## src/rtl/arith_ext_ctrl.sv

```systemverilog
// arith_ext_ctrl: round-robin arbiter feeding one shared 8x8 multiplier for single-cycle MUL and iterative integer SQRT
module arith_ext_ctrl #(
  parameter bit RR_INIT = 1'b0
) (
  input  logic       clk,
  input  logic       rst_n,
  input  logic [1:0] req_valid,
  output logic [1:0] req_ready,
  input  logic       req_op0,
  input  logic       req_op1,
  input  logic [7:0] req_a0,
  input  logic [7:0] req_a1,
  input  logic [7:0] req_b0,
  input  logic [7:0] req_b1,
  input  logic       flush,
  output logic       res_valid,
  input  logic       res_ready,
  output logic       res_id,
  output logic [7:0] res_hi,
  output logic [7:0] res_lo,
  output logic       res_carry,
  output logic       res_exact,
  output logic       busy
);
  typedef enum logic [1:0] {IDLE, MUL, SQRT, DONE} state_t;
  state_t state, state_nx;
  logic prio, grant, accept, op_in, sq_done;
  logic [7:0] a, b, sq, mul_x, mul_y, p;
  logic [3:0] r;
  logic [4:0] r_inc;
  logic [15:0] product;
  assign grant = (req_valid == 2'b11) ? prio : req_valid[1];
  assign req_ready = (state == IDLE && !flush && rst_n && req_valid != 2'b00) ? (2'b01 << grant) : 2'b00;
  assign accept = |(req_valid & req_ready);
  assign op_in = grant ? req_op1 : req_op0;
  assign r_inc = {1'b0, r} + 5'd1;
  assign mul_x = (state == SQRT) ? {3'b000, r_inc} : a;
  assign mul_y = (state == SQRT) ? {3'b000, r_inc} : b;
  assign product = {8'h00, mul_x} * {8'h00, mul_y};
  assign p = product[7:0];
  assign sq_done = (r == 4'd15) || (p > a);
  assign res_valid = (state == DONE);
  assign busy = (state != IDLE);
  // Next-state selection; flush overrides every other transition
  always_comb begin
    state_nx = state;
    if (flush) state_nx = IDLE;
    else if (state == IDLE) state_nx = accept ? (op_in ? SQRT : MUL) : IDLE;
    else if (state == MUL) state_nx = DONE;
    else if (state == SQRT) state_nx = sq_done ? DONE : SQRT;
    else state_nx = res_ready ? IDLE : DONE;
  end
  // State register
  always_ff @(posedge clk or negedge rst_n)
    if (!rst_n) state <= IDLE;
    else state <= state_nx;
  // Operand capture, square-root search and result registers
  always_ff @(posedge clk or negedge rst_n)
    if (!rst_n) begin
      prio <= RR_INIT;
      a <= '0;
      b <= '0;
      r <= '0;
      sq <= '0;
      res_id <= 1'b0;
      res_hi <= '0;
      res_lo <= '0;
      res_carry <= 1'b0;
      res_exact <= 1'b0;
    end else begin
      if (accept) begin
        a <= grant ? req_a1 : req_a0;
        b <= grant ? req_b1 : req_b0;
        res_id <= grant;
        prio <= ~grant;
        r <= '0;
        sq <= '0;
      end
      if (state == MUL) begin
        res_hi <= product[15:8];
        res_lo <= product[7:0];
        res_carry <= |product[15:8];
        res_exact <= 1'b0;
      end
      if (state == SQRT) begin
        if (sq_done) begin
          res_hi <= '0;
          res_lo <= {4'h0, r};
          res_carry <= 1'b0;
          res_exact <= (sq == a);
        end else begin
          r <= r_inc[3:0];
          sq <= p;
        end
      end
    end
endmodule

```

## config.mk

```make
export PLATFORM = sky130hd
export DESIGN_NAME = arith_ext_ctrl
export DESIGN_NICKNAME = d
export VERILOG_FILES = /design/src/rtl/arith_ext_ctrl.sv
export SDC_FILE = /design/constraint.sdc
export NUM_CORES = 1
export LEC_CHECK = 0
export ABC_AREA = 1
export CORE_ASPECT_RATIO = 0.8
export CORE_MARGIN = 5
export CORE_UTILIZATION = 35
export CTS_CLUSTER_DIAMETER = 50
export CTS_CLUSTER_SIZE = 20
export DETAILED_ROUTE_END_ITERATION = 16
export MAX_ROUTING_LAYER = met4
export PLACE_DENSITY = 0.68
export SYNTH_ARGS = -nofsm -noshare
export SYNTH_HDL_FRONTEND = slang
export SYNTH_SLANG_ARGS = --single-unit
```

## constraint.sdc

```tcl
create_clock -name clk -period 5.02 [get_ports clk]
set_clock_uncertainty 0.1 [all_clocks]
set_input_delay 1.255 -clock clk [delete_from_list [all_inputs] [get_ports clk]]
set_output_delay 1.255 -clock clk [all_outputs]
set_load 0.01 [all_outputs]
```

==> results.py <==
metrics = {
    "status": {
        "status": "finished, violations left",
        "violations": "setup timing",
    },
    "yosys": {
        "yosys.area.top_type": "dfrtp_1",
        "synth_compound_area_frac": 0.0834,
        "yosysMostFrequentCell": "nand2_1",
        "ys_types": 33,
        "synth_ff_type": "dfrtp_1",
        "ys.warnings.count": 0,
        "synth_fp_nets": 768,
        "synth_common_cells": "nand2_1, inv_1, nor2_1",
        "synth_top_family_by_area": "adder cells",
        "syn_area_sq_mm": 0.00480,
        "syn_inst": 647,
        "yosys.area_share.xor_xnor": 0.0237,
        "ys_ff_latch": 50,
        "synth-adder-area-share": 0.268,
        "avgSynthCellArea_sq_um": 7.42,
        "synth_top_cell_area_share": 0.261,
        "synth_edf_count": 0,
        "yosysSeqAreaShare": 0.261,
        "postSynth.asyncResetShare": 1.00,
        "yosys-top-cells-area": "dfrtp_1, fa_1, nand2_1",
        "yosys-mux-area-fraction": 0.00209,
        "synthSimpleGateAreaFrac": 0.249,
    },
    "finish": {
        "diodes": 0,
        "final_layout_size_suffix_gt1_frac": 0.227,
        "fin_cells": 960,
        "multi_input_area_sq_mm": 0.00340,
        "final_core_util": 0.495,
        "nets": 901,
        "area_delta_synth_final_pct": 39.2,
        "fillers": 1319,
        "ff_latch_area_sq_mm": 0.00125,
    },
    "routing": {
        "routed_wl_microns": 13900,
        "vias": 4582,
        "via_per_inst": 4.77,
        "wl_per_cell_microns": 14.5,
        "post-route-drc-count": 0,
        "ant_nets": 0,
        "dr.pass1.iters": 5,
        "drtIter0Drc": 308,
    },
    "sta": {
        "timing.final.ws_setup_ps": -17.4,
        "finalHoldViolCount": 0,
        "period_share": 1.00,
        "final_max_slew_viol_count": 0,
        "clock.fmax_ghz": 0.199,
        "rsz0062_at_grt": "yes",
        "tightest_slew_ps": 700,
        "finalSetupViolations": 13,
        "min_period_ps": 5040,
        "slew_headroom": 0.533,
    },
    "floorplan": {
        "start_util": 0.355,
        "die_height_microns": 115,
        "rows": 38,
        "dieArea_sq_mm": 0.0162,
        "core_region_area_sq_mm": 0.0135,
        "io_pins": 63,
        "die_w_microns": 141,
    },
    "clock_network": {
        "htree_levels": 2,
        "cts_tree": "built",
        "cts_root_buf": "clkbuf_16",
        "clk_pin_slew_ps": 70,
        "numCtsBuffers": 5,
        "ctsHoldBuffers": 0,
        "clk_latency_ps": 300,
        "cts_max_path_buffers": 2,
        "cts.sinks": 50,
    },
    "grt": {
        "grt_max_degree": 51,
        "grt_pass1_vias": 4357,
        "antenna_found_initial": 0,
        "grt.overflow.total": 0,
        "grt_pass1_wl_microns": 22100,
        "grt_usage": 0.175,
    },
    "placement": {
        "dp_cells": 941,
        "port_buffers": 62,
        "place_hpwl_microns": 11000,
        "gp_congestion": 0.942,
    },
    "worst_setup_path": {
        "path_class": "reg2reg",
        "worstPathRequired_ps": 5110,
        "end_kind": "flip-flop",
        "startpoint_type": "flip-flop",
        "cp.arrival_ps": 5120,
        "critical_path.max_fanout": 6,
    },
    "worst_hold_path": {
        "min_path_type": "reg2reg",
    },
    "job": {
        "cap_violations": 0,
    },
}
[registers in the layout, summed over array words and instances (netlist names)]
| name | flops |
|---|---|
| prio | 1 |
| res_carry | 1 |
| a | 8 |
| r | 4 |
| b | 8 |
| res_lo | 8 |
| res_exact | 1 |
| res_id | 1 |
| sq | 8 |
| res_hi | 8 |
| state | 2 |
[layer usage]
layer,wire [microns],part of all wire,track usage
met2,5930,0.43,0.243
met4,148,0.011,0.0303
met1,6930,0.50,0.264
met3,905,0.065,0.0380
met5,0,0,-
[kinds of logic (layout without fill, tap and decap cells)]
group / after synthesis / in the layout
fa+ha+maj: 81 / 81
xor+xnor: 13 / 13
mux: 1 / 1
flops: 50 / 50
buf+inv: 140 / 270
compound gates: 69 / 69
simple gates: 293 / 296
[stage by stage]
step / setup TNS [ps] / setup slack (ps) / area [sq um] / hold WS [ps]
detailed placement: -5850 / -251 / 6150 / 375
global placement: -3670 / -162 / 6150 / 358
floorplan: 0 / 0.832 / 4910 / 385
CTS: -309 / -35.7 / 6460 / 390
finish: -94.7 / -17.4 / 6680 / 385
global route: -6920 / -267 / 6680 / 431
[worst paths after layout]
| check | startpoint | end | slack [ps] | cells past startpoint |
|---|---|---|---|---|
| min reg2reg | res_id | res_id | 390 | 2 |
| min | res_id | res_id | 390 | 2 |
| max in group asynchronous | rst_n | b[1] | 3390 | 2 |
| max reg2reg | r[0] | sq[1] | -20 | 23 |
| min in group asynchronous | rst_n | res_lo[2] | 970 | 2 |
| max | r[0] | sq[1] | -20 | 23 |
[worst max-delay path, stage by stage (launching register included)]
cell,delay [ps]
dfrtp_1,410
ha_2,220
xnor2_2,220
nand2_2,140
o21ai_4,120
buf_4,150
nor2_2,30
fa_2,360
fa_1,510
fa_1,560
inv_1,60
fa_1,500
inv_2,50
ha_4,250
xnor2_2,140
ha_1,300
inv_1,50
nor3_2,130
nand4_1,120
nand2_2,140
nand2_4,100
buf_6,150
nand3_2,60
o21ai_1,70
[placed cells by master, fill, tap and decap left out, drive strengths merged, types with 12 or more instances in the layout]
master,synthesis,layout
o21ai,37,37
buf,7,73
a21oi,12,12
xnor2,12,12
nor2,77,77
fa,36,36
nand2,169,172
ha,45,45
o211ai,13,13
nand3,29,29
dfrtp,50,50
clkdlybuf4s50,0,61
inv,128,128
[layout make-up]
class | count | share of cell area
Inverter | 129 | 0.0725
Clock inverter | 1 | 0.00112
Clock buffer | 6 | 0.0193
Timing Repair Buffer | 134 | 0.177
Sequential cell | 50 | 0.187
Multi-Input combinational cell | 460 | 0.509
Tap cell | 180 | 0.0337
[what timing repair did]
action / 4_1_cts / 5_1_grt
setup buffers: 3 / 5
gates resized for setup: 47 / 50
pin swaps: 27 / 33
endpoints found under the hold margin: 0 / 0
setup endpoints to repair: 31 / 31
cloned: 3 / 1
Power is not shown: default switching activity piles up to over one toggle a cycle in this logic, so the estimate is an artifact.
==> patch (same flow settings) <==
`RR_INIT`: 1'b0 -> 1'b1.
--- a/src/rtl/arith_ext_ctrl.sv
+++ b/src/rtl/arith_ext_ctrl.sv
@@ -2,3 +2,3 @@
 module arith_ext_ctrl #(
-  parameter bit RR_INIT = 1'b0
+  parameter bit RR_INIT = 1'b1
 ) (
Check against the original RTL: not equivalent (a bounded check fails within 4 cycles, from zero or initial values and one cycle with rst_n low).
==> patch against the unedited design <==
The run still ends with negative setup slack left. Worst setup slack lost 0.21 ns. Sequential cell count unchanged. Wire length rose by 8.9%. Synthesized area about the same. Final area grew 2.4%. Cell count rose by 2.7%. Die area barely moved. Maximum frequency down 4.0%. Sequential share of layout area is 0.41 points lower. Via count increased by 4.3%. Critical endpoint is now sq[4].
Power is not shown: default switching activity piles up to over one toggle a cycle in this logic, so the estimate is an artifact.
==> patch: results (changes against the unedited design) <==
| Metric | Value |
|---|---|
| Slew margin rel. | `51.4% (-1.9 points)` |
| Routed wl met3 | `1040 µm (+15%)` |
| Die X | `141 µm (about the same)` |
| Post-DR wirelength/cell | `15.4 µm (+6.0%)` |
| Layout cells sized above 1 | `22.8% (+0.14 points)` |
| Seq/Total Area, Yosys | `26.1% (about the same)` |
| Placed Instances | `933 (-0.85%)` |
| Final net count | `926 (+2.8%)` |
| Vias in the first global route | `4658 (+6.9%)` |
| Total Routing Usage GR | `19.3% (+1.8 points)` |
| First-pass GRT wire length | `24300 µm (+10%)` |
| Total wire length | `15100 µm (+8.9%)` |
| DP HPWL | `10900 µm (-0.34%)` |
| Failing checks | `negative setup slack` |
| Final Setup Violations | `31 (+18)` |
| Largest stage delay on the critical path | `0.64 ns (+0.08 ns)` |
| Top cells by area, synth | `dfrtp_1, fa_1, nand2_1` |
| CP arrival | `5.32 ns (+0.20 ns)` |
| CTS max path bufs | `2 (unchanged)` |
| Vias | `4779 (+4.3%)` |
| Synth top cells by count | `nand2_1, inv_1, nor2_1, dfrtp_1, ha_1` |
| Gpl congestion | `0.951 (+1.0%)` |
| Critical Path Fanout Max | `8 (+2)` |
| Detailed Route Iter0 Violations | `407 (+32%)` |
| Met1 WL | `7300 µm (+5.5%)` |
| Worst setup margin | `-0.226 ns (-0.209 ns)` |
| CP max stage cell | `fa_2` |
| Status | `finished with violations` |
| Met2 routed WL | `6410 µm (+8.1%)` |
| Filler cell count | `1281 (-2.9%)` |
| DP Worst Slack | `-0.277 ns (-0.0265 ns)` |
| Number of detailed-route iterations in the first pass | `7 (+2)` |
[patch: cell count changes after synthesis, sizes merged]
cell / delta
dfrtp: -1
dfstp: +1
[patch: kinds of logic (layout without fill, tap and decap cells)]
group           Yosys count  count (layout)  share of synthesized area [%]
buf+inv                 140             298                           11.4
flops                    50              50                           26.1
compound gates           69              69                           8.34
xor+xnor                 13              13                           2.37
fa+ha+maj                81              81                           26.7
mux                       1               1                          0.209
simple gates            293             294                           24.9
[patch: final timing paths]
kind                            startpoint   endpoint  slack (ns)  cells past startpoint
worst min-delay path                res_id     res_id        0.38                      2
worst max register to register        r[1]      sq[4]       -0.23                     26
worst min register to register      res_id     res_id        0.38                      2
max in group asynchronous            rst_n       b[0]        3.40                      2
min in group asynchronous            rst_n  res_lo[3]        0.98                      2
worst max-delay path                  r[1]      sq[4]       -0.23                     26
[patch: metal layers]
layer | GRT usage, % | up-vias
met2 | 27.8 | 185
met5 | - | -
met4 | 4.78 | 0
met3 | 3.66 | 33
met1 | 28.1 | 2242
li1 | - | 2319
[patch: area by class of cell]
cell class / instances / area (µm²) / area share [%]
tap: 180 / 225 / 3.29
sequential: 50 / 1250 / 18.3
clock inverter: 2 / 13.8 / 0.201
multi-input combinational: 458 / 3330 / 48.7
clock buffer: 6 / 129 / 1.88
inverter: 129 / 489 / 7.15
timing repair buffer: 161 / 1400 / 20.5
[patch: timing repair]
action / CTS / global route
pin swaps: 35 / 20
cloned: 2 / 1
resized for setup: 49 / 28
setup buffers: 38 / 6
endpoints found under the setup margin: 31 / 31
[patch: stage by stage]
step | instance area, µm² | hold WS, ns | TNS [ns]
after floorplan | 4910 | 0.374 | 0
after global placement | 6100 | 0.360 | -3.87
after detailed placement | 6100 | 0.362 | -5.70
after CTS | 6690 | 0.379 | -1.14
after global routing | 6840 | 0.412 | -11.45
final | 6840 | 0.375 | -4.86
[patch: worst max-delay path: cells and delay by family (launching register included)]
| kind | cells | cell delay [ns] |
|---|---|---|
| adder cells (fa/ha/maj) | 7 | 2.43 |
| flip-flops | 1 | 0.43 |
| AND/OR/NAND/NOR | 9 | 0.85 |
| AO/OA/AOI/OAI | 3 | 0.39 |
| buffers and inverters | 5 | 0.52 |
| XOR/XNOR | 2 | 0.39 |
